--- src/rtl/arith_scheduler_pkg.sv ---
//------------------------------------------------------------------------------
// Module  : arith_sched_pkg
// Purpose : Shared types, sizes and arithmetic unit functions for the
//           arith_scheduler block.
//           - op_e     : requester opcode encoding
//           - state_e  : scheduler FSM states
//           - fixed_adder / fixed_multi / float_multi : the three units
// Number formats:
//           fixed : unsigned Q8.8. Add overflows on carry out. Mul keeps
//                   product bits [23:8] and overflows when any of [31:24]
//                   is set.
//           float : 1 sign, 5 exponent, 10 mantissa bits. Implicit leading
//                   one, no exponent bias, so value = 1.m * 2^e. Overflow
//                   when the normalised exponent exceeds 31. The raw result
//                   keeps the low 5 exponent bits. The mantissa is truncated.
// Rev     : 1.0  initial release
//------------------------------------------------------------------------------
`default_nettype none

package arith_sched_pkg;

  localparam int DATA_W  = 16;
  localparam int NUM_REQ = 2;

  typedef enum logic [1:0] {
    OP_FIX_ADD = 2'b00,
    OP_FIX_MUL = 2'b01,
    OP_FLT_MUL = 2'b10,
    OP_RSVD    = 2'b11
  } op_e;

  typedef enum logic [1:0] {
    S_IDLE = 2'd0,
    S_EXEC = 2'd1,
    S_RESP = 2'd2
  } state_e;

  typedef struct packed {
    logic [DATA_W-1:0] result;
    logic              overflow;
  } unit_out_t;

  function automatic unit_out_t fixed_adder(input logic [15:0] a, input logic [15:0] b);
    unit_out_t  o;
    logic [16:0] sum;
    sum        = 17'(a) + 17'(b);
    o.result   = sum[15:0];
    o.overflow = sum[16];
    return o;
  endfunction

  function automatic unit_out_t fixed_multi(input logic [15:0] a, input logic [15:0] b);
    unit_out_t   o;
    logic [31:0] prod;
    logic [7:0]  unused_frac;
    prod        = 32'(a) * 32'(b);
    unused_frac = prod[7:0];
    o.result    = prod[23:8];
    o.overflow  = |prod[31:24];
    return o;
  endfunction

  function automatic unit_out_t float_multi(input logic [15:0] a, input logic [15:0] b);
    unit_out_t   o;
    logic [10:0] ma, mb;
    logic [21:0] prod;
    logic [6:0]  exp_sum;
    logic [9:0]  man;
    logic [9:0]  unused_lsb;
    ma         = {1'b1, a[9:0]};
    mb         = {1'b1, b[9:0]};
    prod       = 22'(ma) * 22'(mb);
    exp_sum    = 7'(a[14:10]) + 7'(b[14:10]);
    unused_lsb = prod[9:0];
    // Product of two 1.x mantissas lies in [1,4); renormalise when >= 2.
    if (prod[21]) begin
      man     = prod[20:11];
      exp_sum = exp_sum + 7'd1;
    end else begin
      man     = prod[19:10];
    end
    o.result   = {a[15] ^ b[15], exp_sum[4:0], man};
    o.overflow = |exp_sum[6:5];
    return o;
  endfunction

endpackage

`default_nettype wire

--- src/rtl/arith_scheduler_if.sv ---
//------------------------------------------------------------------------------
// Module  : arith_sched_if
// Purpose : Request/response bundle of the arith_scheduler.
//           master : requesters + response consumer (drives requests)
//           slave  : the scheduler
// Signals : req_valid/req_ready (per requester), req_op, req_a, req_b,
//           rsp_valid/rsp_ready, rsp_id, rsp_result, rsp_overflow, rsp_err,
//           busy
// Rev     : 1.0  initial release
//------------------------------------------------------------------------------
`default_nettype none

interface arith_sched_if;
  import arith_sched_pkg::*;

  logic [NUM_REQ-1:0]        req_valid;
  logic [NUM_REQ-1:0]        req_ready;
  logic [2*NUM_REQ-1:0]      req_op;
  logic [DATA_W*NUM_REQ-1:0] req_a;
  logic [DATA_W*NUM_REQ-1:0] req_b;
  logic                      rsp_valid;
  logic                      rsp_ready;
  logic                      rsp_id;
  logic [DATA_W-1:0]         rsp_result;
  logic                      rsp_overflow;
  logic                      rsp_err;
  logic                      busy;

  modport master (
    output req_valid, req_op, req_a, req_b, rsp_ready,
    input  req_ready, rsp_valid, rsp_id, rsp_result, rsp_overflow, rsp_err, busy
  );

  modport slave (
    input  req_valid, req_op, req_a, req_b, rsp_ready,
    output req_ready, rsp_valid, rsp_id, rsp_result, rsp_overflow, rsp_err, busy
  );

endinterface

`default_nettype wire

--- src/rtl/arith_scheduler_rr_arbiter_2.sv ---
//------------------------------------------------------------------------------
// Module  : rr_arbiter_2
// Purpose : Two-way round-robin arbiter. A lone requester always wins; on a
//           tie the priority pointer decides. The pointer moves to the
//           non-granted requester only on an accept strobe.
// Ports   : clk, rst_n (async, active-low)
//           req[1:0]    request vector
//           accept      a grant was taken this cycle
//           grant[1:0]  one-hot grant (combinational)
// Rev     : 1.0  initial release
//------------------------------------------------------------------------------
`default_nettype none

module rr_arbiter_2 (
  input  wire logic       clk,
  input  wire logic       rst_n,
  input  wire logic [1:0] req,
  input  wire logic       accept,
  output logic      [1:0] grant
);

  logic ptr;

  always_comb begin
    grant = 2'b00;
    case (req)
      2'b01:   grant = 2'b01;
      2'b10:   grant = 2'b10;
      2'b11:   grant = ptr ? 2'b10 : 2'b01;
      default: grant = 2'b00;
    endcase
  end

  // After granting requester 0 the pointer favours 1, and vice versa.
  always_ff @(posedge clk or negedge rst_n) begin
    if (!rst_n) begin
      ptr <= 1'b0;
    end else if (accept) begin
      ptr <= grant[0];
    end
  end

endmodule

`default_nettype wire

--- src/rtl/arith_scheduler.sv ---
//------------------------------------------------------------------------------
// Module  : arith_scheduler
// Purpose : Accepts one arithmetic request at a time from two requesters
//           (round-robin), executes it for EXEC_CYCLES cycles and holds the
//           response until the consumer takes it.
// Params  : EXEC_CYCLES  cycles spent in EXEC per operation (1..8)
// Ports   : clk, rst_n (async, active-low)
//           bus  arith_sched_if.slave (request/response bundle and busy)
// Config  : ARITH_SCHED_SATURATE_EN  when defined, overflowing results
//           saturate (fixed: 16'hFFFF, float: {sign,5'b11111,10'b0});
//           otherwise the wrapped unit output is returned.
// Rev     : 1.0  initial release
//------------------------------------------------------------------------------
`default_nettype none

module arith_scheduler
  import arith_sched_pkg::*;
#(
  parameter int EXEC_CYCLES = 1
) (
  input wire logic      clk,
  input wire logic      rst_n,
  arith_sched_if.slave  bus
);

  localparam int         CNT_W    = 3;
  localparam [CNT_W-1:0] CNT_LOAD = CNT_W'(EXEC_CYCLES - 1);

  state_e             state, state_nxt;
  logic [CNT_W-1:0]   cnt;
  op_e                op_q;
  logic [DATA_W-1:0]  a_q, b_q;
  logic               id_q;
  logic               rsp_id_q;
  logic [DATA_W-1:0]  rsp_result_q;
  logic               rsp_overflow_q;
  logic               rsp_err_q;

  logic [1:0]         grant;
  logic               accept;
  logic               accept_id;
  unit_out_t          unit;
  logic               err_nxt;

  rr_arbiter_2 u_arb (
    .clk    (clk),
    .rst_n  (rst_n),
    .req    (bus.req_valid),
    .accept (accept),
    .grant  (grant)
  );

  // Held low throughout reset even though the arbiter output is live.
  assign bus.req_ready = (state == S_IDLE && rst_n) ? grant : 2'b00;
  assign accept        = |(bus.req_valid & bus.req_ready);
  assign accept_id     = bus.req_ready[1];

  assign bus.rsp_valid    = (state == S_RESP);
  assign bus.busy         = (state != S_IDLE);
  assign bus.rsp_id       = rsp_id_q;
  assign bus.rsp_result   = rsp_result_q;
  assign bus.rsp_overflow = rsp_overflow_q;
  assign bus.rsp_err      = rsp_err_q;

  always_comb begin
    state_nxt = state;
    case (state)
      S_IDLE:  if (accept)        state_nxt = S_EXEC;
      S_EXEC:  if (cnt == '0)     state_nxt = S_RESP;
      S_RESP:  if (bus.rsp_ready) state_nxt = S_IDLE;
      default:                    state_nxt = S_IDLE;
    endcase
  end

  // Unit selection from the latched opcode; reserved opcode yields zero.
  always_comb begin
    unit    = '0;
    err_nxt = 1'b0;
    case (op_q)
      OP_FIX_ADD: unit    = fixed_adder(a_q, b_q);
      OP_FIX_MUL: unit    = fixed_multi(a_q, b_q);
      OP_FLT_MUL: unit    = float_multi(a_q, b_q);
      default:    err_nxt = 1'b1;
    endcase
`ifdef ARITH_SCHED_SATURATE_EN
    if (unit.overflow) begin
      unit.result = (op_q == OP_FLT_MUL) ? {unit.result[15], 5'b11111, 10'b0}
                                         : 16'hFFFF;
    end
`else
    // Wrapped unit output is passed through unchanged.
`endif
  end

  always_ff @(posedge clk or negedge rst_n) begin
    if (!rst_n) begin
      state          <= S_IDLE;
      cnt            <= '0;
      op_q           <= OP_FIX_ADD;
      a_q            <= '0;
      b_q            <= '0;
      id_q           <= 1'b0;
      rsp_id_q       <= 1'b0;
      rsp_result_q   <= '0;
      rsp_overflow_q <= 1'b0;
      rsp_err_q      <= 1'b0;
    end else begin
      state <= state_nxt;
      if (accept) begin
        op_q <= op_e'(accept_id ? bus.req_op[3:2] : bus.req_op[1:0]);
        a_q  <= accept_id ? bus.req_a[31:16] : bus.req_a[15:0];
        b_q  <= accept_id ? bus.req_b[31:16] : bus.req_b[15:0];
        id_q <= accept_id;
        cnt  <= CNT_LOAD;
      end else if (state == S_EXEC) begin
        if (cnt == '0) begin
          rsp_id_q       <= id_q;
          rsp_result_q   <= unit.result;
          rsp_overflow_q <= unit.overflow;
          rsp_err_q      <= err_nxt;
        end else begin
          cnt <= cnt - 1'b1;
        end
      end
    end
  end

endmodule

`default_nettype wire

--- src/flat_wrapper.sv ---
// flat-port wrapper written by rule: the top's interface ports become plain ports
module arith_scheduler_flat import arith_sched_pkg::*;
#(
  parameter int EXEC_CYCLES = 1
)
  (clk, rst_n, bus_req_valid, bus_req_op, bus_req_a, bus_req_b, bus_rsp_ready, bus_req_ready, bus_rsp_valid, bus_rsp_id, bus_rsp_result, bus_rsp_overflow, bus_rsp_err, bus_busy);
  arith_sched_if bus_i ();
  input wire logic clk;
  input wire logic rst_n;
  input wire logic [$bits(bus_i.req_valid)-1:0] bus_req_valid;
  input wire logic [$bits(bus_i.req_op)-1:0] bus_req_op;
  input wire logic [$bits(bus_i.req_a)-1:0] bus_req_a;
  input wire logic [$bits(bus_i.req_b)-1:0] bus_req_b;
  input wire logic [$bits(bus_i.rsp_ready)-1:0] bus_rsp_ready;
  output wire logic [$bits(bus_i.req_ready)-1:0] bus_req_ready;
  output wire logic [$bits(bus_i.rsp_valid)-1:0] bus_rsp_valid;
  output wire logic [$bits(bus_i.rsp_id)-1:0] bus_rsp_id;
  output wire logic [$bits(bus_i.rsp_result)-1:0] bus_rsp_result;
  output wire logic [$bits(bus_i.rsp_overflow)-1:0] bus_rsp_overflow;
  output wire logic [$bits(bus_i.rsp_err)-1:0] bus_rsp_err;
  output wire logic [$bits(bus_i.busy)-1:0] bus_busy;
  assign bus_i.req_valid = bus_req_valid;
  assign bus_i.req_op = bus_req_op;
  assign bus_i.req_a = bus_req_a;
  assign bus_i.req_b = bus_req_b;
  assign bus_i.rsp_ready = bus_rsp_ready;
  assign bus_req_ready = bus_i.req_ready;
  assign bus_rsp_valid = bus_i.rsp_valid;
  assign bus_rsp_id = bus_i.rsp_id;
  assign bus_rsp_result = bus_i.rsp_result;
  assign bus_rsp_overflow = bus_i.rsp_overflow;
  assign bus_rsp_err = bus_i.rsp_err;
  assign bus_busy = bus_i.busy;
  arith_scheduler #(.EXEC_CYCLES(EXEC_CYCLES)) u_core (.clk(clk), .rst_n(rst_n), .bus(bus_i));
endmodule
--- config.mk ---
export PLATFORM = sky130hd
export DESIGN_NAME = arith_scheduler_flat
export DESIGN_NICKNAME = d
export VERILOG_FILES = /design/src/rtl/arith_scheduler_pkg.sv /design/src/rtl/arith_scheduler_if.sv /design/src/rtl/arith_scheduler_rr_arbiter_2.sv /design/src/rtl/arith_scheduler.sv /design/src/flat_wrapper.sv
export SDC_FILE = /design/constraint.sdc
export NUM_CORES = 1
export LEC_CHECK = 0
export CELL_PAD_IN_SITES_DETAIL_PLACEMENT = 1
export CELL_PAD_IN_SITES_GLOBAL_PLACEMENT = 2
export CORE_ASPECT_RATIO = 1.4
export CORE_MARGIN = 4
export CORE_UTILIZATION = 42
export CTS_CLUSTER_SIZE = 12
export DETAILED_ROUTE_END_ITERATION = 10
export PLACE_DENSITY = 0.88
export SKIP_LAST_GASP = 1
export SYNTH_ARGS = -nofsm -noshare
export SYNTH_HDL_FRONTEND = slang
export SYNTH_SLANG_ARGS = --single-unit
--- constraint.sdc ---
create_clock -name clk -period 10.5 [get_ports clk]
set_clock_uncertainty 0.1 [all_clocks]
set_input_delay 1.575 -clock clk [delete_from_list [all_inputs] [get_ports clk]]
set_output_delay 1.575 -clock clk [all_outputs]
set_load 0.01 [all_outputs]
# Word level (Yosys, flattened, before mapping)
# Cells that the tools add are included.
# totals
regBits,60
input_bits,73
word_cells,62
output_inout_bits,23
# classes
multipliers,2
bitwise,3
n_reduce_logical,13
n_eq_ne,11
n_mux,18
add_sub_neg,4
# op_table
cell,n
$pmux 17 s3,1
$mul 16x16->32,1
$mux 16,2
$mul 11x11->22,1
$add 16x16->17,1
$mux 7,2
$mux 2,6
$pmux 2 s3,2
$mux 10,1
$mux 3,3
$eq 2x2->1 const B,4
$reduce_or 8->1,1
$add 7x1->7 const B,1
$add 5x5->6,1
$eq 2x1->1 const B,3
$reduce_and 3->1,2
$logic_not 2->1,2
$ne 2x1->1 const B,2
$ne 2x2->1 const B,2
$reduce_bool 2->1,2
$reduce_or 2->1,2
$logic_not 3->1,1
$reduce_or 3->1,1
$sub 3x1->3 const B,1
6 further kinds,6

# Depth between registers and ports, before layout
# Gate-level depths: netlist (run 1).
# logic_depth
ltp_word,7
depth_mapped,26
ltp_nobuf,25

# Modules after synthesis
# Synthesis (run 1) repeated with hierarchy kept, for this count alone.
# hier_totals
cells_unflattened,1737
area_unflattened_um2,15481.1
# by_module_without_submodules
mod,n_inst,seq_area_each_um2,area_per_inst_um2,cells_each
arith_scheduler,1,1476.4,15418.5,1732
rr_arbiter_2,1,25.0,62.6,5

# Worst setup path before layout (run 1)
# OpenSTA, ideal clock, no wires.
# synth_path
path_kind,flip-flop to flip-flop
startpoint,register u_core.b_q[2]
endpoint,"register u_core.rsp_overflow_q, in the netlist u_core.bus.rsp_overflow"
period_less_slack_ns,6.291
setup_slack_ns,4.209
setup_time_ns,0.065
required_ns,10.335
path_buffers,1
stages_incl_launch_ff,24
t_arrival_ns,6.126
path_cell_list,dfrtp_1 > clkbuf_1 > nand2_1 > fa_1 > inv_1 > fa_1 > inv_1 > fa_1 > inv_1 > fa_1 > inv_1 > fa_1 > inv_1 > ha_1 > a21oi_1 > o22ai_1 > a31oi_1 > o31ai_4 > a221o_2 > xnor2_2 > nor4b_1 > mux2_1 > o211ai_1 > o22a_1
# synth_via
elab_chain_cells,5
elab_cells_between_ends,8
cone_classes,add/sub (1); mul (2); mux (3); reduce/logical (2)
# synth_lines
element,line,rtl
from (decl),arith_scheduler.sv:32,"logic [DATA_W-1:0] a_q, b_q;"
from (signal assigned),arith_scheduler.sv:112,b_q <= accept_id ? bus.req_b[31:16] : bus.req_b[15:0];
"parallel branches: the longest is 4 deep, another holds $mul 16x16->32",-,
$pmux 17 s3 (*),arith_scheduler.sv:79,case (op_q)
to (signal assigned),arith_scheduler.sv:119,rsp_overflow_q <= unit.overflow;
to (decl),arith_scheduler.sv:36,logic rsp_overflow_q;
# Mark *: on every way between the ends. The select of a mux whose other input is x is not followed.
# A chain may end at the register's enable or synchronous reset.

# Worst setup path in the final report (run 1)
# layout_path
startpoint,register u_core.b_q[7]
endpoint,"register u_core.rsp_overflow_q, in the netlist u_core.bus.rsp_overflow"
# Same word-level chain as after synthesis.

==> results of run 1 <==
## cells in the mapped netlist, types with 2 or more instances
master	n	area share, %
nor2_1	63	1.5
nand3_1	14	0.45
nand2b_1	5	0.20
and4_1	2	0.11
a211o_1	4	0.23
dfrtp_1	60	9.7
o22ai_1	3	0.12
buf_1	3	0.073
and2_1	121	4.9
a2111oi_0	2	0.11
o31ai_1	4	0.19
o221ai_1	3	0.17
o21ai_1	4	0.13
nor3_1	13	0.42
a311oi_1	3	0.17
xor2_1	18	1.0
xnor2_1	31	1.8
or2_2	2	0.081
a21boi_0	4	0.19
a21o_1	22	1.1
o21bai_1	5	0.24
a41oi_1	4	0.23
nor2b_1	4	0.16
nor4_1	2	0.081
fa_1	274	36
o21a_1	7	0.34
or3_1	3	0.12
o211ai_1	9	0.44
clkbuf_1	60	1.5
a211oi_1	5	0.24
o21ai_0	72	2.3
inv_1	392	9.5
o311ai_0	3	0.17
o22a_1	2	0.11
a21oi_1	62	2.0
a31oi_1	9	0.36
nor4b_1	2	0.11
and3_1	6	0.24
ha_1	175	14
nand2_1	199	4.8
buf_6	3	0.22
nand4_1	9	0.36
nor3b_1	2	0.097
mux2i_1	36	2.3
## cells by family after synthesis
group | count (synthesis)
xor gates and xnor gates | 50
and+or+nand+nor | 449
muxes | 38
buffers and inverters | 459
DFF | 60
AOI/OAI and AO/OA | 241
adders and majority gates | 449
## state kept, by name, indices dropped and copies added, names as in the netlist
signal	flops
u_core.bus.rsp_err	1
u_core.id_q	1
u_core.bus.rsp_id	1
u_core.cnt	3
u_core.a_q	16
u_core.u_arb.ptr	1
u_core.bus.rsp_overflow	1
u_core.b_q	16
u_core.state	2
u_core.bus.rsp_result	16
u_core.op_q	2
## routing by layer
layer / wire length (µm) / track usage, % / vias to the layer above
met5: 0 / 0 / -
met3: 1552 / 2.590 / 158
met1: 16730 / 25.97 / 6266
met2: 27800 / 48.58 / 303
met4: 3630 / 15.96 / 0
li1: - / - / 5527
## cell type report
type	instances	area, µm²
Timing Repair Buffer	102	998.5
Sequential cell	60	1501
Fill cell	4241	18970
Clock inverter	6	46.29
Inverter	392	1471
Clock buffer	10	239.0
Multi-Input combinational cell	1227	12210
Tap cell	462	578.1
## stage by stage
step | setup WS (ps) | hold slack, ps
2_1_floorplan | 4209 | 339.4
3_3_place_gp | 3131 | 361.7
3_5_place_dp | 3085 | 363.9
4_1_cts | 3051 | 378.9
5_1_grt | 2583 | 397.3
6_report | 2986 | 370.8
## final timing paths
kind,start,endpoint,slack (ps)
max,u_core.b_q[7],u_core.bus.rsp_overflow,2990
min,u_core.bus.rsp_err,u_core.bus.rsp_err,370
max reg2reg,u_core.b_q[7],u_core.bus.rsp_overflow,2990
min reg2reg,u_core.bus.rsp_err,u_core.bus.rsp_err,370
max in group asynchronous,rst_n,u_core.b_q[0],8380
min in group asynchronous,rst_n,u_core.state[1],1310
## worst reg2reg max path, cell delays in order, from the launching register on
cell and delay [ps]:
dfrtp_1 990, ha_1 400, inv_1 140, fa_1 630, inv_1 80, fa_1 500, inv_1 50, fa_1 540
inv_1 60, fa_1 380, fa_1 510, inv_1 50, fa_1 470, inv_1 100, ha_1 420, a21o_1 240
a21o_1 180, a21oi_1 180, o21ai_0 90, a21oi_1 370, a21oi_1 180, a211o_1 290, o21ai_0 160, a41oi_1 120
o22a_1 170
==> impl_metrics.csv, run 1 <==
group,metric,value,unit
outcome,status,"completed",
final_layout,utilization,47.33,%
logic_synthesis,synth_compound_area_share,9.998,%
detailed_routing,wl,49.71,mm
sta,relSlewSlack,32.66,%
sta,finalHoldViolations,0,
detailed_routing,routed-via-count,12250,
placement,port_buffers,95,
critical_path,r2r_cells,24,
logic_synthesis,synth_seq_cells,60,
placement,routabilityCongestion,0.9171,
critical_path,cpMaxStageDelayCell,"dfrtp_1",
floorplanning,dieArea,0.03991,mm²
detailed_routing,drt-initial-drc-count,525,
logic_synthesis,synth_nets,2268,
sta,finalCritPeriodShare,71.56,%
logic_synthesis,synth_top_family_by_area,"adder cells",
critical_path,crit_arrival,7670,ps
grt,antenna_found_initial,0,
logic_synthesis,synthCells,1746,
clock_tree,cts_hold_buf,0,
clock_tree,post-cts-setup-buffers,0,
final_layout,layout_commonest_cell,"inv_1",
clock_tree,cts_buffers,9,
logic_synthesis,ys_warn_count,0,
min_path,hp-class,"register to register",
final_layout,final_cells,2259,
critical_path,end_kind,"register",
grt,grt_pass1_wl,77.50,mm
logic_synthesis,yosysSeqAreaShare,9.731,%
logic_synthesis,async_flop_share,100.0,%
critical_path,slowest_delay,990,ps
placement,placedCellCount,2243,
floorplanning,io_pins,96,
final_layout,num_antenna_cells,0,
min_path,hold-path-cell-count,2,
logic_synthesis,yosysUniqueCellTypes,64,
sta,setup_viol,0,
detailed_routing,drc,0,
final_layout,areaGrowthSynthToFinish,10.46,%
critical_path,cp_cell_sequence,"ha_1 -> inv_1 -> fa_1 -> inv_1 -> fa_1 -> inv_1 -> fa_1 -> inv_1 -> fa_1 -> fa_1 -> inv_1 -> fa_1 -> inv_1 -> ha_1 -> a21o_1 -> a21o_1 -> a21oi_1 -> o21ai_0 -> a21oi_1 -> a21oi_1 -> a211o_1 -> o21ai_0 -> a41oi_1 -> o22a_1",
grt,grt_usage,25.49,%
floorplanning,initial_utilization,42.85,%
critical_path,cp.required,10650,ps
sta,fmax,0.1331,GHz
final_layout,final_cell_mix,"inv_1 (392), fa_1 (274), nand2_1 (199)",
logic_synthesis,syn_area_per_cell,8.837,µm²
sta,slew_viol_final,0,
grt,grt-ovfl-total,0,
critical_path,crit_family,"adder cells",
floorplanning,rows,82,
logic_synthesis,synth-xor-area-share,2.887,%
critical_path,critPathBufInv,6,
critical_path,path_max_fanout,18,
placement,hpwl,41.45,mm
sta,fin_crit,7514,ps
sta,fin_tns_setup,0,ps
clock_tree,cts_resized,0,
detailed_routing,avgViaCountPerCell,5.425,
floorplanning,die_h,234.8,µm
final_layout,finalNetCount,2314,
clock_tree,clock_path_buffers,2,
sta,rsz0062_at_grt,"no",
grt,grt_pass1_vias,14280,
logic_synthesis,synth_edf_count,0,
clock_tree,path_clk_slew,60,ps
logic_synthesis,synth_flop_cell,"dfrtp_1",
logic_synthesis,yosys.area_share.simple,13.84,%
detailed_routing,drtPass1Iterations,6,
detailed_routing,avgRoutedWirePerCell,22.01,µm
critical_path,critPathLaunchType,"register",
logic_synthesis,synth_fa_ha_area_share,49.74,%
sta,worst_slew_pin_slew,1010,ps
job,maxCapViolCount,0,
critical_path,path_depth,24,
floorplanning,coreArea,0.03601,mm²
grt,grt_max_degree,71,
detailed_routing,ant_nets,0,
critical_path,critical_path_class,"register to register",
clock_tree,htree_levels,3,
final_layout,stdcell_area,0.01704,mm²
logic_synthesis,synthMuxAreaShare,2.481,%
clock_tree,clock-sinks,60,
placement,dpl_cell_area,0.01676,mm²
clock_tree,cts_tree,"built",
clock_tree,clkLatencyLatePin,360,ps
final_layout,drive_above_1_share,2.003,%
clock_tree,root_buffer,"clkbuf_16",
logic_synthesis,syn_area,0.01543,mm²
floorplanning,dieWidth,170.0,µm
Power of run 1 is not shown: default switching activity piles up to over one toggle a cycle in this logic, so the estimate is an artifact.
==> run 2: changes to the inputs <==
Settings changed: CORE_UTILIZATION 42 to 39, PLACE_DENSITY 0.88 to 0.82.
Clock period 10.5 ns to 6.95 ns, I/O delays scaled along.
==> run 2 against run 1 <==
Non-clock buffer count is 65 higher. Worst hold slack better by 18 ps. Final cell count is 5.5% higher. Wire length is 3.8% higher. Worst setup slack worse by 2700 ps. Register-to-register slack worse by 2700 ps. Global-route usage is 0.87 points lower. Fmax is 13% higher. Via count is 1.3% higher. Critical path depth is 1 lower. Die area is 7.4% higher. Critical path type unchanged. Highest routed layer unchanged.
==> impl_metrics.csv, run 2 (same netlist as run 1, synthesis figures left out) <==
group,metric,value,unit
sta,setup_viol,0,
critical_path,cpMaxStageDelayCell,"fa_1",
critical_path,cp-startpoint,"u_core.b_q[5]",
floorplanning,dieArea,0.04286,mm²
critical_path,r2r-end,"u_core.bus.rsp_overflow",
placement,routabilityCongestion,0.9425,
placement,hpwl,44.07,mm
clock_tree,clock-sinks,60,
grt,grt_usage,24.63,%
detailed_routing,drt-initial-drc-count,434,
final_layout,num_antenna_cells,0,
job,maxCapViolCount,0,
sta,slew_viol_final,0,
floorplanning,coreArea,0.03882,mm²
floorplanning,dieWidth,176.1,µm
outcome,status,"completed",
floorplanning,die_h,243.4,µm
floorplanning,io_pins,96,
critical_path,critPathLaunchType,"register",
sta,worst_slew_pin_slew,931.0,ps
clock_tree,path_clk_slew,60,ps
grt,grt.met1_usage,26.33,%
sta,fin_crit,6671,ps
critical_path,rr_startpoint,"u_core.b_q[5]",
critical_path,path_max_fanout,7,
grt,antenna_found_initial,0,
floorplanning,rows,85,
detailed_routing,wl,51.60,mm
final_layout,final_cells,2384,
final_layout,areaGrowthSynthToFinish,14.72,%
sta,fin_tns_setup,0,ps
critical_path,slowest_delay,640,ps
placement,placedCellCount,2366,
critical_path,critical_path_class,"register to register",
critical_path,r2r_cells,23,
grt,grt_pass1_vias,14290,
clock_tree,htree_levels,3,
floorplanning,initial_utilization,39.75,%
grt,grt_util_met2,47.45,%
detailed_routing,avgViaCountPerCell,5.205,
final_layout,drive_above_1_share,6.498,%
critical_path,cp_cell_sequence,"buf_4 -> nand2_1 -> inv_1 -> fa_1 -> inv_1 -> fa_1 -> fa_1 -> inv_1 -> fa_1 -> fa_1 -> inv_1 -> fa_1 -> inv_1 -> ha_1 -> a21oi_1 -> o21ai_0 -> a21oi_2 -> o21bai_1 -> a31oi_1 -> o21ai_0 -> a2111oi_0 -> a41oi_1 -> o22a_1",
sta,rsz0062_at_grt,"no",
sta,finalCritPeriodShare,95.98,%
grt,grt-ovfl-total,0,
detailed_routing,ant_nets,0,
clock_tree,cts_tree,"built",
critical_path,crit_arrival,6830,ps
final_layout,layout_commonest_cell,"inv_1",
final_layout,stdcell_area,0.01770,mm²
grt,top_usage_layer,"met2",
critical_path,critPathBufInv,6,
placement,port_buffers,95,
clock_tree,cts_hold_buf,0,
detailed_routing,routed-via-count,12410,
critical_path,crit_end,"u_core.bus.rsp_overflow",
detailed_routing,drtPass1Iterations,5,
critical_path,end_kind,"register",
sta,finalHoldViolations,0,
clock_tree,clkLatencyLatePin,370,ps
grt,grt_max_degree,72,
clock_tree,cts_buffers,9,
critical_path,path_depth,23,
final_layout,final_cell_mix,"inv_1 (392), fa_1 (274), nand2_1 (199)",
critical_path,crit_top_cell,"fa_1",
grt,grt_pass1_wl,80.63,mm
clock_tree,root_buffer,"clkbuf_16",
clock_tree,clock_path_buffers,2,
critical_path,cp.required,7110,ps
grt,met3_usage,1.845,%
placement,dpl_cell_area,0.01734,mm²
sta,fmax,0.1499,GHz
critical_path,crit_family,"adder cells",
detailed_routing,avgRoutedWirePerCell,21.65,µm
critical_path,r2r_slack,280,ps
sta,relSlewSlack,37.74,%
min_path,hp-class,"register to register",
final_layout,fill_cells,4549,
detailed_routing,drc,0,
final_layout,finalNetCount,2379,
## run 2: worst min-delay path by stage
stage,startpoint,to,slack (ps),depth (start not counted)
2_1_floorplan,u_core.id_q,u_core.bus.rsp_id,340,2
3_3_place_gp,u_core.bus.rsp_err,u_core.bus.rsp_err,360,2
3_5_place_dp,u_core.bus.rsp_err,u_core.bus.rsp_err,380,2
4_1_cts,u_core.id_q,u_core.bus.rsp_id,400,2
5_1_grt,u_core.bus.rsp_result[5],u_core.bus.rsp_result[5],410,1
6_report,u_core.id_q,u_core.bus.rsp_id,390,2
## run 2: per-layer routing
metal / part of all wire (%) / routed length, µm
met3: 2.0 / 1048
met4: 6.1 / 3143
met1: 36 / 18720
met2: 56 / 28700
met5: 0 / 0
## run 2: timing repair
action                     in CTS  in global routing
setup endpoints to repair       0                  9
setup buffers                   0                  2
resized for setup               0                 21
## run 2: metrics by stage
| stage | utilization, % | setup slack, ps | hold slack [ps] |
|---|---|---|---|
| after CTS | 45.48 | 93.39 | 395.0 |
| after floorplan | - | 658.7 | 339.4 |
| after detailed placement | 44.68 | 99.56 | 376.3 |
| after global routing | 45.60 | 8.914 | 414.1 |
| final | 45.60 | 279.1 | 388.8 |
| after global placement | 44.68 | 128.3 | 357.6 |
## run 2: worst reg2reg max path: stages, from the launching register on
cell	delay [ps]
dfrtp_2	500
buf_4	210
nand2_1	120
inv_1	70
fa_1	530
inv_1	60
fa_1	470
fa_1	520
inv_1	60
fa_1	460
fa_1	640
inv_1	90
fa_1	510
inv_1	50
ha_1	370
a21oi_1	170
o21ai_0	140
a21oi_2	190
o21bai_1	180
a31oi_1	300
o21ai_0	130
a2111oi_0	380
a41oi_1	160
o22a_1	170
## run 2: final cells by class
| cell class | count | area (µm²) | share of cell area (%) |
|---|---|---|---|
| Clock buffer | 10 | 239.0 | 1.350 |
| Sequential cell | 60 | 1523 | 8.603 |
| Tap cell | 522 | 653.1 | 3.690 |
| Clock inverter | 6 | 71.32 | 0.4029 |
| Multi-Input combinational cell | 1227 | 12220 | 69.03 |
| Timing Repair Buffer | 167 | 1524 | 8.610 |
| Inverter | 392 | 1471 | 8.313 |
Power of run 2 is left out for the same reason.
